===== src/rtl/meas_pkg.sv =====
// meas_pkg: shared types and default widths for the measure-unit stimulus source.
// The optional burst feature of meas_sig_gen is enabled with MEAS_SIG_GEN_BURST_EN.
package meas_pkg;

    // Default counter/config widths.
    localparam int unsigned SG_T_CNT_WIDTH = 32;
    localparam int unsigned SG_W_CNT_WIDTH = 16;
    localparam int unsigned SG_B_CNT_WIDTH = 16;

    // Smallest legal period: one HIGH cycle plus one LOW cycle.
    localparam int unsigned SG_MIN_PERIOD = 2;

    // Pulse generator FSM states.
    typedef enum logic [1:0] {
        SG_IDLE = 2'd0,
        SG_HIGH = 2'd1,
        SG_LOW  = 2'd2
    } sg_state_e;

    // Pulse configuration at default widths.
    typedef struct packed {
        logic [SG_T_CNT_WIDTH-1:0] period;
        logic [SG_W_CNT_WIDTH-1:0] width;
    } sg_cfg_t;

endpackage


===== src/rtl/meas_sig_gen.sv =====
// meas_sig_gen: programmable periodic pulse source used as on-chip stimulus for the
// measure unit. A valid/ready handshake fills a shadow register; the shadow is copied
// into the active config only while idle or at the last LOW cycle of a period, so the
// output never glitches. Define MEAS_SIG_GEN_BURST_EN to enable the burst counter
// (run stops after burst_len_i pulses); otherwise generation is continuous while run_i.
module meas_sig_gen
    import meas_pkg::*;
#(
    parameter int unsigned T_CNT_WIDTH = SG_T_CNT_WIDTH,
    parameter int unsigned W_CNT_WIDTH = SG_W_CNT_WIDTH,
    parameter int unsigned B_CNT_WIDTH = SG_B_CNT_WIDTH
) (
    input  logic                   clk_i,
    input  logic                   rst_i,
    input  logic [T_CNT_WIDTH-1:0] period_i,
    input  logic [W_CNT_WIDTH-1:0] width_i,
    input  logic [B_CNT_WIDTH-1:0] burst_len_i,
    input  logic                   cfg_valid_i,
    output logic                   cfg_ready_o,
    input  logic                   run_i,
    output logic                   sig_o,
    output logic                   period_start_o,
    output logic                   busy_o,
    output logic                   done_o,
    output logic                   err_o
);

    // Config held at this instance's widths.
    typedef struct packed {
        logic [T_CNT_WIDTH-1:0] period;
        logic [W_CNT_WIDTH-1:0] width;
    } cfg_t;

    // Common width for the zero-extended legality compare.
    localparam int unsigned CMP_WIDTH = (T_CNT_WIDTH > W_CNT_WIDTH) ? T_CNT_WIDTH : W_CNT_WIDTH;

    sg_state_e              state_q, state_d;
    logic [T_CNT_WIDTH-1:0] cnt_q, cnt_d;
    cfg_t                   shadow_q, shadow_d;
    logic                   shadow_full_q, shadow_full_d;
    cfg_t                   active_q, active_d;
    logic                   active_vld_q, active_vld_d;
    logic                   err_q, err_d;
    logic                   sig_q, sig_d;
    logic                   pstart_q, pstart_d;
    logic                   done_q, done_d;

    logic                   cfg_ok;
    logic                   xfer;
    logic                   load_active;
    logic [T_CNT_WIDTH-1:0] high_last_cnt;
    logic [T_CNT_WIDTH-1:0] period_last_cnt;
    logic                   high_last;
    logic                   period_last;
    logic                   boundary;
    logic                   start_run;
    logic                   restart;
    logic                   burst_done;
    logic                   hold;

    // Offered config legality and the handshake itself.
    always_comb begin
        cfg_ok = (CMP_WIDTH'(period_i) >= CMP_WIDTH'(SG_MIN_PERIOD))
              && (width_i != '0)
              && (CMP_WIDTH'(width_i) < CMP_WIDTH'(period_i));
        xfer   = cfg_valid_i && !shadow_full_q;
    end

    // Counter compare points derived from the active config.
    always_comb begin
        high_last_cnt   = T_CNT_WIDTH'(active_q.width) - T_CNT_WIDTH'(1);
        period_last_cnt = active_q.period - T_CNT_WIDTH'(1);
        high_last       = (cnt_q == high_last_cnt);
        period_last     = (cnt_q == period_last_cnt);
        boundary        = (state_q == SG_LOW) && period_last;
    end

    // FSM next state and single period counter.
    always_comb begin
        state_d   = state_q;
        cnt_d     = cnt_q;
        start_run = 1'b0;
        restart   = 1'b0;
        done_d    = 1'b0;
        unique case (state_q)
            SG_IDLE: begin
                cnt_d = '0;
                if (run_i && active_vld_q && !hold) begin
                    state_d   = SG_HIGH;
                    start_run = 1'b1;
                end
            end
            SG_HIGH: begin
                cnt_d = cnt_q + T_CNT_WIDTH'(1);
                if (high_last) begin
                    state_d = SG_LOW;
                end
            end
            SG_LOW: begin
                if (period_last) begin
                    cnt_d = '0;
                    if (run_i && !burst_done) begin
                        state_d = SG_HIGH;
                        restart = 1'b1;
                    end else begin
                        state_d = SG_IDLE;
                        done_d  = burst_done;
                    end
                end else begin
                    cnt_d = cnt_q + T_CNT_WIDTH'(1);
                end
            end
            default: begin
                state_d = SG_IDLE;
                cnt_d   = '0;
            end
        endcase
    end

    // Shadow/active config handling; a load frees the shadow, a legal transfer fills it.
    // Transfers only happen with the shadow empty, so the two never collide.
    always_comb begin
        load_active   = shadow_full_q && ((state_q == SG_IDLE) || boundary);
        active_d      = load_active ? shadow_q : active_q;
        active_vld_d  = active_vld_q || load_active;
        shadow_d      = shadow_q;
        shadow_full_d = shadow_full_q;
        err_d         = err_q;
        if (load_active) begin
            shadow_full_d = 1'b0;
        end
        if (xfer) begin
            if (cfg_ok) begin
                shadow_d.period = period_i;
                shadow_d.width  = width_i;
                shadow_full_d   = 1'b1;
                err_d           = 1'b0;
            end else begin
                err_d = 1'b1;
            end
        end
    end

    // Output register: sig_o follows the FSM one cycle later, giving a clean flop output.
    always_comb begin
        sig_d    = (state_q == SG_HIGH);
        pstart_d = (state_q == SG_HIGH) && (cnt_q == '0);
    end

    // State, counter, config and output registers.
    always_ff @(posedge clk_i) begin
        if (rst_i) begin
            state_q       <= SG_IDLE;
            cnt_q         <= '0;
            shadow_q      <= '0;
            shadow_full_q <= 1'b0;
            active_q      <= '0;
            active_vld_q  <= 1'b0;
            err_q         <= 1'b0;
            sig_q         <= 1'b0;
            pstart_q      <= 1'b0;
            done_q        <= 1'b0;
        end else begin
            state_q       <= state_d;
            cnt_q         <= cnt_d;
            shadow_q      <= shadow_d;
            shadow_full_q <= shadow_full_d;
            active_q      <= active_d;
            active_vld_q  <= active_vld_d;
            err_q         <= err_d;
            sig_q         <= sig_d;
            pstart_q      <= pstart_d;
            done_q        <= done_d;
        end
    end

`ifdef MEAS_SIG_GEN_BURST_EN
    logic [B_CNT_WIDTH-1:0] burst_len_q, burst_len_d;
    logic [B_CNT_WIDTH-1:0] pulse_cnt_q, pulse_cnt_d;
    logic                   hold_q, hold_d;

    // Burst length latched at run start; pulse_cnt counts pulses begun in this run.
    always_comb begin
        burst_len_d = burst_len_q;
        pulse_cnt_d = pulse_cnt_q;
        if (start_run) begin
            burst_len_d = burst_len_i;
            pulse_cnt_d = B_CNT_WIDTH'(1);
        end else if (restart) begin
            pulse_cnt_d = pulse_cnt_q + B_CNT_WIDTH'(1);
        end
        burst_done = (burst_len_q != '0) && (pulse_cnt_q == burst_len_q);
        // After completion run_i must be seen low before another burst may start.
        hold_d     = done_d || (hold_q && run_i);
        hold       = hold_q;
    end

    // Burst bookkeeping registers.
    always_ff @(posedge clk_i) begin
        if (rst_i) begin
            burst_len_q <= '0;
            pulse_cnt_q <= '0;
            hold_q      <= 1'b0;
        end else begin
            burst_len_q <= burst_len_d;
            pulse_cnt_q <= pulse_cnt_d;
            hold_q      <= hold_d;
        end
    end
`else
    logic unused_burst;

    // Burst disabled: never completes, never holds off a restart.
    always_comb begin
        burst_done   = 1'b0;
        hold         = 1'b0;
        unused_burst = ^{burst_len_i, start_run, restart};
    end
`endif

    assign cfg_ready_o    = !shadow_full_q;
    assign sig_o          = sig_q;
    assign period_start_o = pstart_q;
    assign busy_o         = (state_q != SG_IDLE);
    assign done_o         = done_q;
    assign err_o          = err_q;

endmodule


===== config.mk =====
export PLATFORM = sky130hd
export DESIGN_NAME = meas_sig_gen
export DESIGN_NICKNAME = d
export VERILOG_FILES = /design/src/rtl/meas_pkg.sv /design/src/rtl/meas_sig_gen.sv
export SDC_FILE = /design/constraint.sdc
export NUM_CORES = 1
export LEC_CHECK = 0
export BUFFER_PORTS_ARGS = -buffer_cell sky130_fd_sc_hd__buf_2
export CORE_UTILIZATION = 30
export DETAILED_ROUTE_END_ITERATION = 10
export GPL_ROUTABILITY_DRIVEN = 0
export PLACE_DENSITY = 0.49
export SLEW_MARGIN = 0
export SYNTH_ARGS = -nofsm -noshare
export SYNTH_HDL_FRONTEND = slang
export SYNTH_SLANG_ARGS = --single-unit

===== constraint.sdc =====
create_clock -name clk_i -period 4.3 [get_ports clk_i]
set_input_delay 0.43 -clock clk_i [delete_from_list [all_inputs] [get_ports clk_i]]
set_output_delay 0.43 -clock clk_i [all_outputs]
set_load 0.01 [all_outputs]

==> results.md <==
Critical path:
- The largest delay contributor family on the critical path is simple AND/OR/NAND/NOR gates.
- The slowest cell on the critical path is or4_1.
- Data on the critical path is required at its endpoint by 4.60 ns.
- Together, buffers and inverters on the worst path number 1.
- The sort of element at the end of the critical path is a flip-flop.
- The worst setup path is launched from a flip-flop.
- The most critical setup path has its startpoint at active_q[18].
- The type of the worst setup path is flip-flop to flip-flop.
- The slack of the worst reg-to-reg path is 0.53 ns.
- Walking the worst path, the cells encountered are or4_1 -> or4_4 -> o31ai_1 -> nand4b_1 -> nor4b_1 -> a41oi_1 -> o211ai_1 -> buf_4 -> nor2_1.
- The data arrival at the endpoint of the critical path is 4.07 ns.
- The largest single stage delay on the critical path is between 0.6 and 0.7 ns.
- In this run the worst path has a maximum fanout of 25.
- The startpoint of the worst register-to-register path is active_q[18].

Route:
- The amount of wire on met2 after detailed routing is 11.7 mm.
- The detailed router put a total of about 14 mm of wire on met1.
- Across all layers, the routed design uses about 8000 vias.
- The routed wire length is roughly 26 mm.
- In the detailed route, the total length drawn on met3 is 920 um.
- Signal routing reaches up to met4.
- In this run the remaining antenna-violating nets after routing total 0.
- The average routed wire per standard cell is 18.4 um.
- After detailed routing, the number of remaining DRC violations is 0.
- The iteration count of the initial detailed-routing pass is 5.
- For this block, the initial DRC count from the detailed router was 608.
- The via-per-instance ratio is 5.58.

Worst hold path:
- The min-delay analysis places its worst path in the category primary input to flip-flop.
- The worst hold path begins at period_i[18].

Power:
- The analysis attributes to cell leakage a power of 0.00377 uW.
- The worst-case IR drop observed on VDD is 258 uV.
- The power per unit of standard cell area is 348 mW/mm^2.

Floorplan:
- The initial utilization of the core area, before any placement, comes to a little over 30%.
- The initialized floorplan defines 61 standard-cell rows.
- The top-level port count is 74.
- From bottom edge to top edge, the die measures 171 um.
- The area of the die is 0.0294 mm^2.
- The x dimension of the die is 171 um.
- The core region is approximately 0.028 mm^2.

Cells and area:
- The final layout contains 1141 nets.
- Fill cells in the final layout number 2966.
- The post-route netlist has 11.5% of its cells at a drive strength greater than 1.
- The area of combinational cells with multiple inputs is 0.00538 mm^2.
- The growth of design area from synthesis to finish is 13.0%.
- The number of antenna diodes in the final layout is 0.
- The sequential cells in the finished layout cover a total of 0.00270 mm^2.

Synthesis:
- The count of yosys warnings during synthesis is 0.
- Synthesis inferred 135 register bits.
- The number of enable-type register cells in the synthesized netlist is 0.
- The post-synthesis instance area is 0.00860 mm^2.
- The portion of the post-synthesis area used by sequential elements is 31.4%.
- By area the synthesized netlist is led by dfxtp_1 31%, mux2i_1 6.5%, o2111ai_1 5.0%.
- The cell type with the highest aggregate area in the netlist is dfxtp_1.
- The count of distinct cell types in the synthesized netlist is 64.
- Counting flops with an async set or reset pin after synthesis yields a share of 0%.
- The synthesized area per cell is 8.15 um^2.
- The post-synthesis net count is 1147.
- The synthesized instance count is 1056.
- The top cell type by area accounts for a little under a third of the synthesized area.
- The prevailing post-synth register cell is dfxtp_1.

STA:
- On the final layout, the worst hold slack is 0.245 ns.
- Of the available clock period, the critical path in the final layout requires 87.7%.
- The transition time at the pin with the least slew margin is 0.750 ns.
- The summed negative setup slack over all endpoints is 0 ns.
- The final critical-path required period is 3.77 ns.
- Measured against its own limit, the worst slew margin works out to around half.
- The achievable clock frequency is ~0.27 GHz.
- Setup repair after global routing left no endpoint under its margin.
- Setup violations remaining at the end of the flow were counted as 0.
- For the final database, setup skew stands at 0.0145 ns.
- The final max-slew violation count was 0.
- The final hold violation count is 0.

Place:
- The count of buffers inserted at the top-level ports is 56.
- The half-perimeter wire length of the detailed placement result is 17.5 mm.

Run status:
- The run finished with clean final reports.

Clocking:
- After clock tree synthesis, the clock-pin slew on the worst setup and hold paths is 0.07 ns.
- Clock tree synthesis found a total of roughly 140 sinks.
- The root buffer cell chosen for the clock tree is clkbuf_16.
- The clock tree synthesis step divided the H-tree into 4 levels.
- The total CTS buffers is 17.
- The TritonCTS clock tree is yes.
- The later pin in the worst-skew pair is clocked with a latency of 0.43 ns.
- Once the clock tree was built, the resizer swapped 0 gates to a different size.
- The number of buffers added to fix hold violations after cts is 0.
- The number of buffers added for setup after CTS is 0.
- No sink is reached through more buffers than the 2 on the longest clock path.

Global routing:
- The first global-routing pass estimated ~43 mm of wire.
- The number of global-route vias before repair was ~7500.
- Entering global routing, the biggest net connects 68 pins.
- The number of antenna violations at the first check in global routing is 0.
- Global routing used 18.6% of the available tracks.
- The total overflow left after global routing is 0.

Run:
- The count of maximum capacitance violations is 0.
routing by layer:
metal  GRT usage (%)  vias to the layer above
li1                -                     3957
met1            27.4                     3871
met2            28.5                      193
met3            2.53                       17
met4            3.77                        0
met5               0                        -
sequential cells by signal (all words and copies together), names as in the netlist:
register        flops
shadow_full_q       1
cnt_q              32
shadow_q           48
period_start_o      1
sig_o               1
state_q             2
active_vld_q        1
err_o               1
active_q           48
final cells by class:
cell class	instances	share of cell area, %
repair buffers	76	4.58
inverters	33	1.27
clock inverters	13	1.63
multi-input cells	787	55.3
clock buffers	19	4.55
well taps	378	4.86
flip-flops and latches	135	27.8
Yosys cell counts, types with 3 or more instances:
cell type	instances
dfxtp_1	135
nor2_1	111
clkbuf_1	85
nand2_1	83
mux2i_1	56
a31oi_1	54
and3_1	51
o2111ai_1	49
xnor2_1	45
xor2_1	43
o311ai_0	35
inv_1	32
nor4_1	30
ha_1	23
nor3_1	21
nand4_1	20
nand3_1	19
a21oi_1	18
o21ai_0	13
or4_1	13
o311ai_1	12
buf_2	8
or3_1	8
a211o_1	6
and2_1	6
and4_1	5
nor4b_1	5
a2111oi_0	4
nand4b_1	4
o211ai_1	4
o31ai_1	4
a41oi_1	3
buf_1	3
buf_6	3
nand2b_1	3
nand3b_1	3
nor3b_1	3
or2_2	3
report_power, final:
group | switching [uW] | total, uW | internal (uW)
clock network | 641 | 1530 | 889
logic | 302 | 505 | 203
registers | 52.3 | 1350 | 1290
tightest hold or removal path, stage by stage:
cell and delay (ns):
buf_2 0.09, mux2i_1 0.05, nor2_1 0.07
final timing paths:
| kind | end | depth (start not counted) |
|---|---|---|
| min | shadow_q[34] | 3 |
| min reg2reg | active_q[23] | 2 |
| max reg2reg | cnt_q[17] | 9 |
| max | cnt_q[17] | 9 |
logic make-up (layout without fill, tap and decap cells):
family                   after synthesis  count (layout)  share of synthesized area [%]
AND/OR/NAND/NOR                      398             398                           23.8
AO/OA/AOI/OAI                        221             221                           19.6
flip-flops                           135             135                           31.4
buffers and inverters                134             141                           6.31
XOR/XNOR                              88              88                           8.96
multiplexers                          56              56                           6.52
adder cells (fa/ha/maj)               23              23                           3.35
other                                  1               1                         0.0436
layout by cell type (no fill, tap or decap), drive strengths merged, types with 4 or more instances in the layout:
cell type / n
dfxtp: 135
nor2: 111
nand2: 83
buf: 76
mux2i: 56
a31oi: 54
and3: 51
o2111ai: 49
o311ai: 48
xnor2: 45
xor2: 43
inv: 39
nor4: 32
ha: 23
nor3: 21
nand4: 20
nand3: 19
clkbuf: 19
a21oi: 18
or4: 14
o21ai: 13
or3: 8
and2: 6
a211o: 6
nor4b: 5
and4: 5
o31ai: 5
nand4b: 4
a2111oi: 4
o211ai: 4
or2: 4
metrics by stage:
stage               instances  setup WS (ns)  instance area, um^2  util, %  total power (uW)
floorplan                1056          0.884                 8600        -              1720
detailed placement       1409          0.585                 9120     32.6              1880
CTS                      1441          0.570                 9730     34.7              3420
global route             1441          0.253                 9730     34.7              3520
global placement         1409          0.617                 9120     32.6              1870
finish                   1441          0.529                 9730     34.7              3380
No activity file was read; power rests on OpenSTA's default activity.
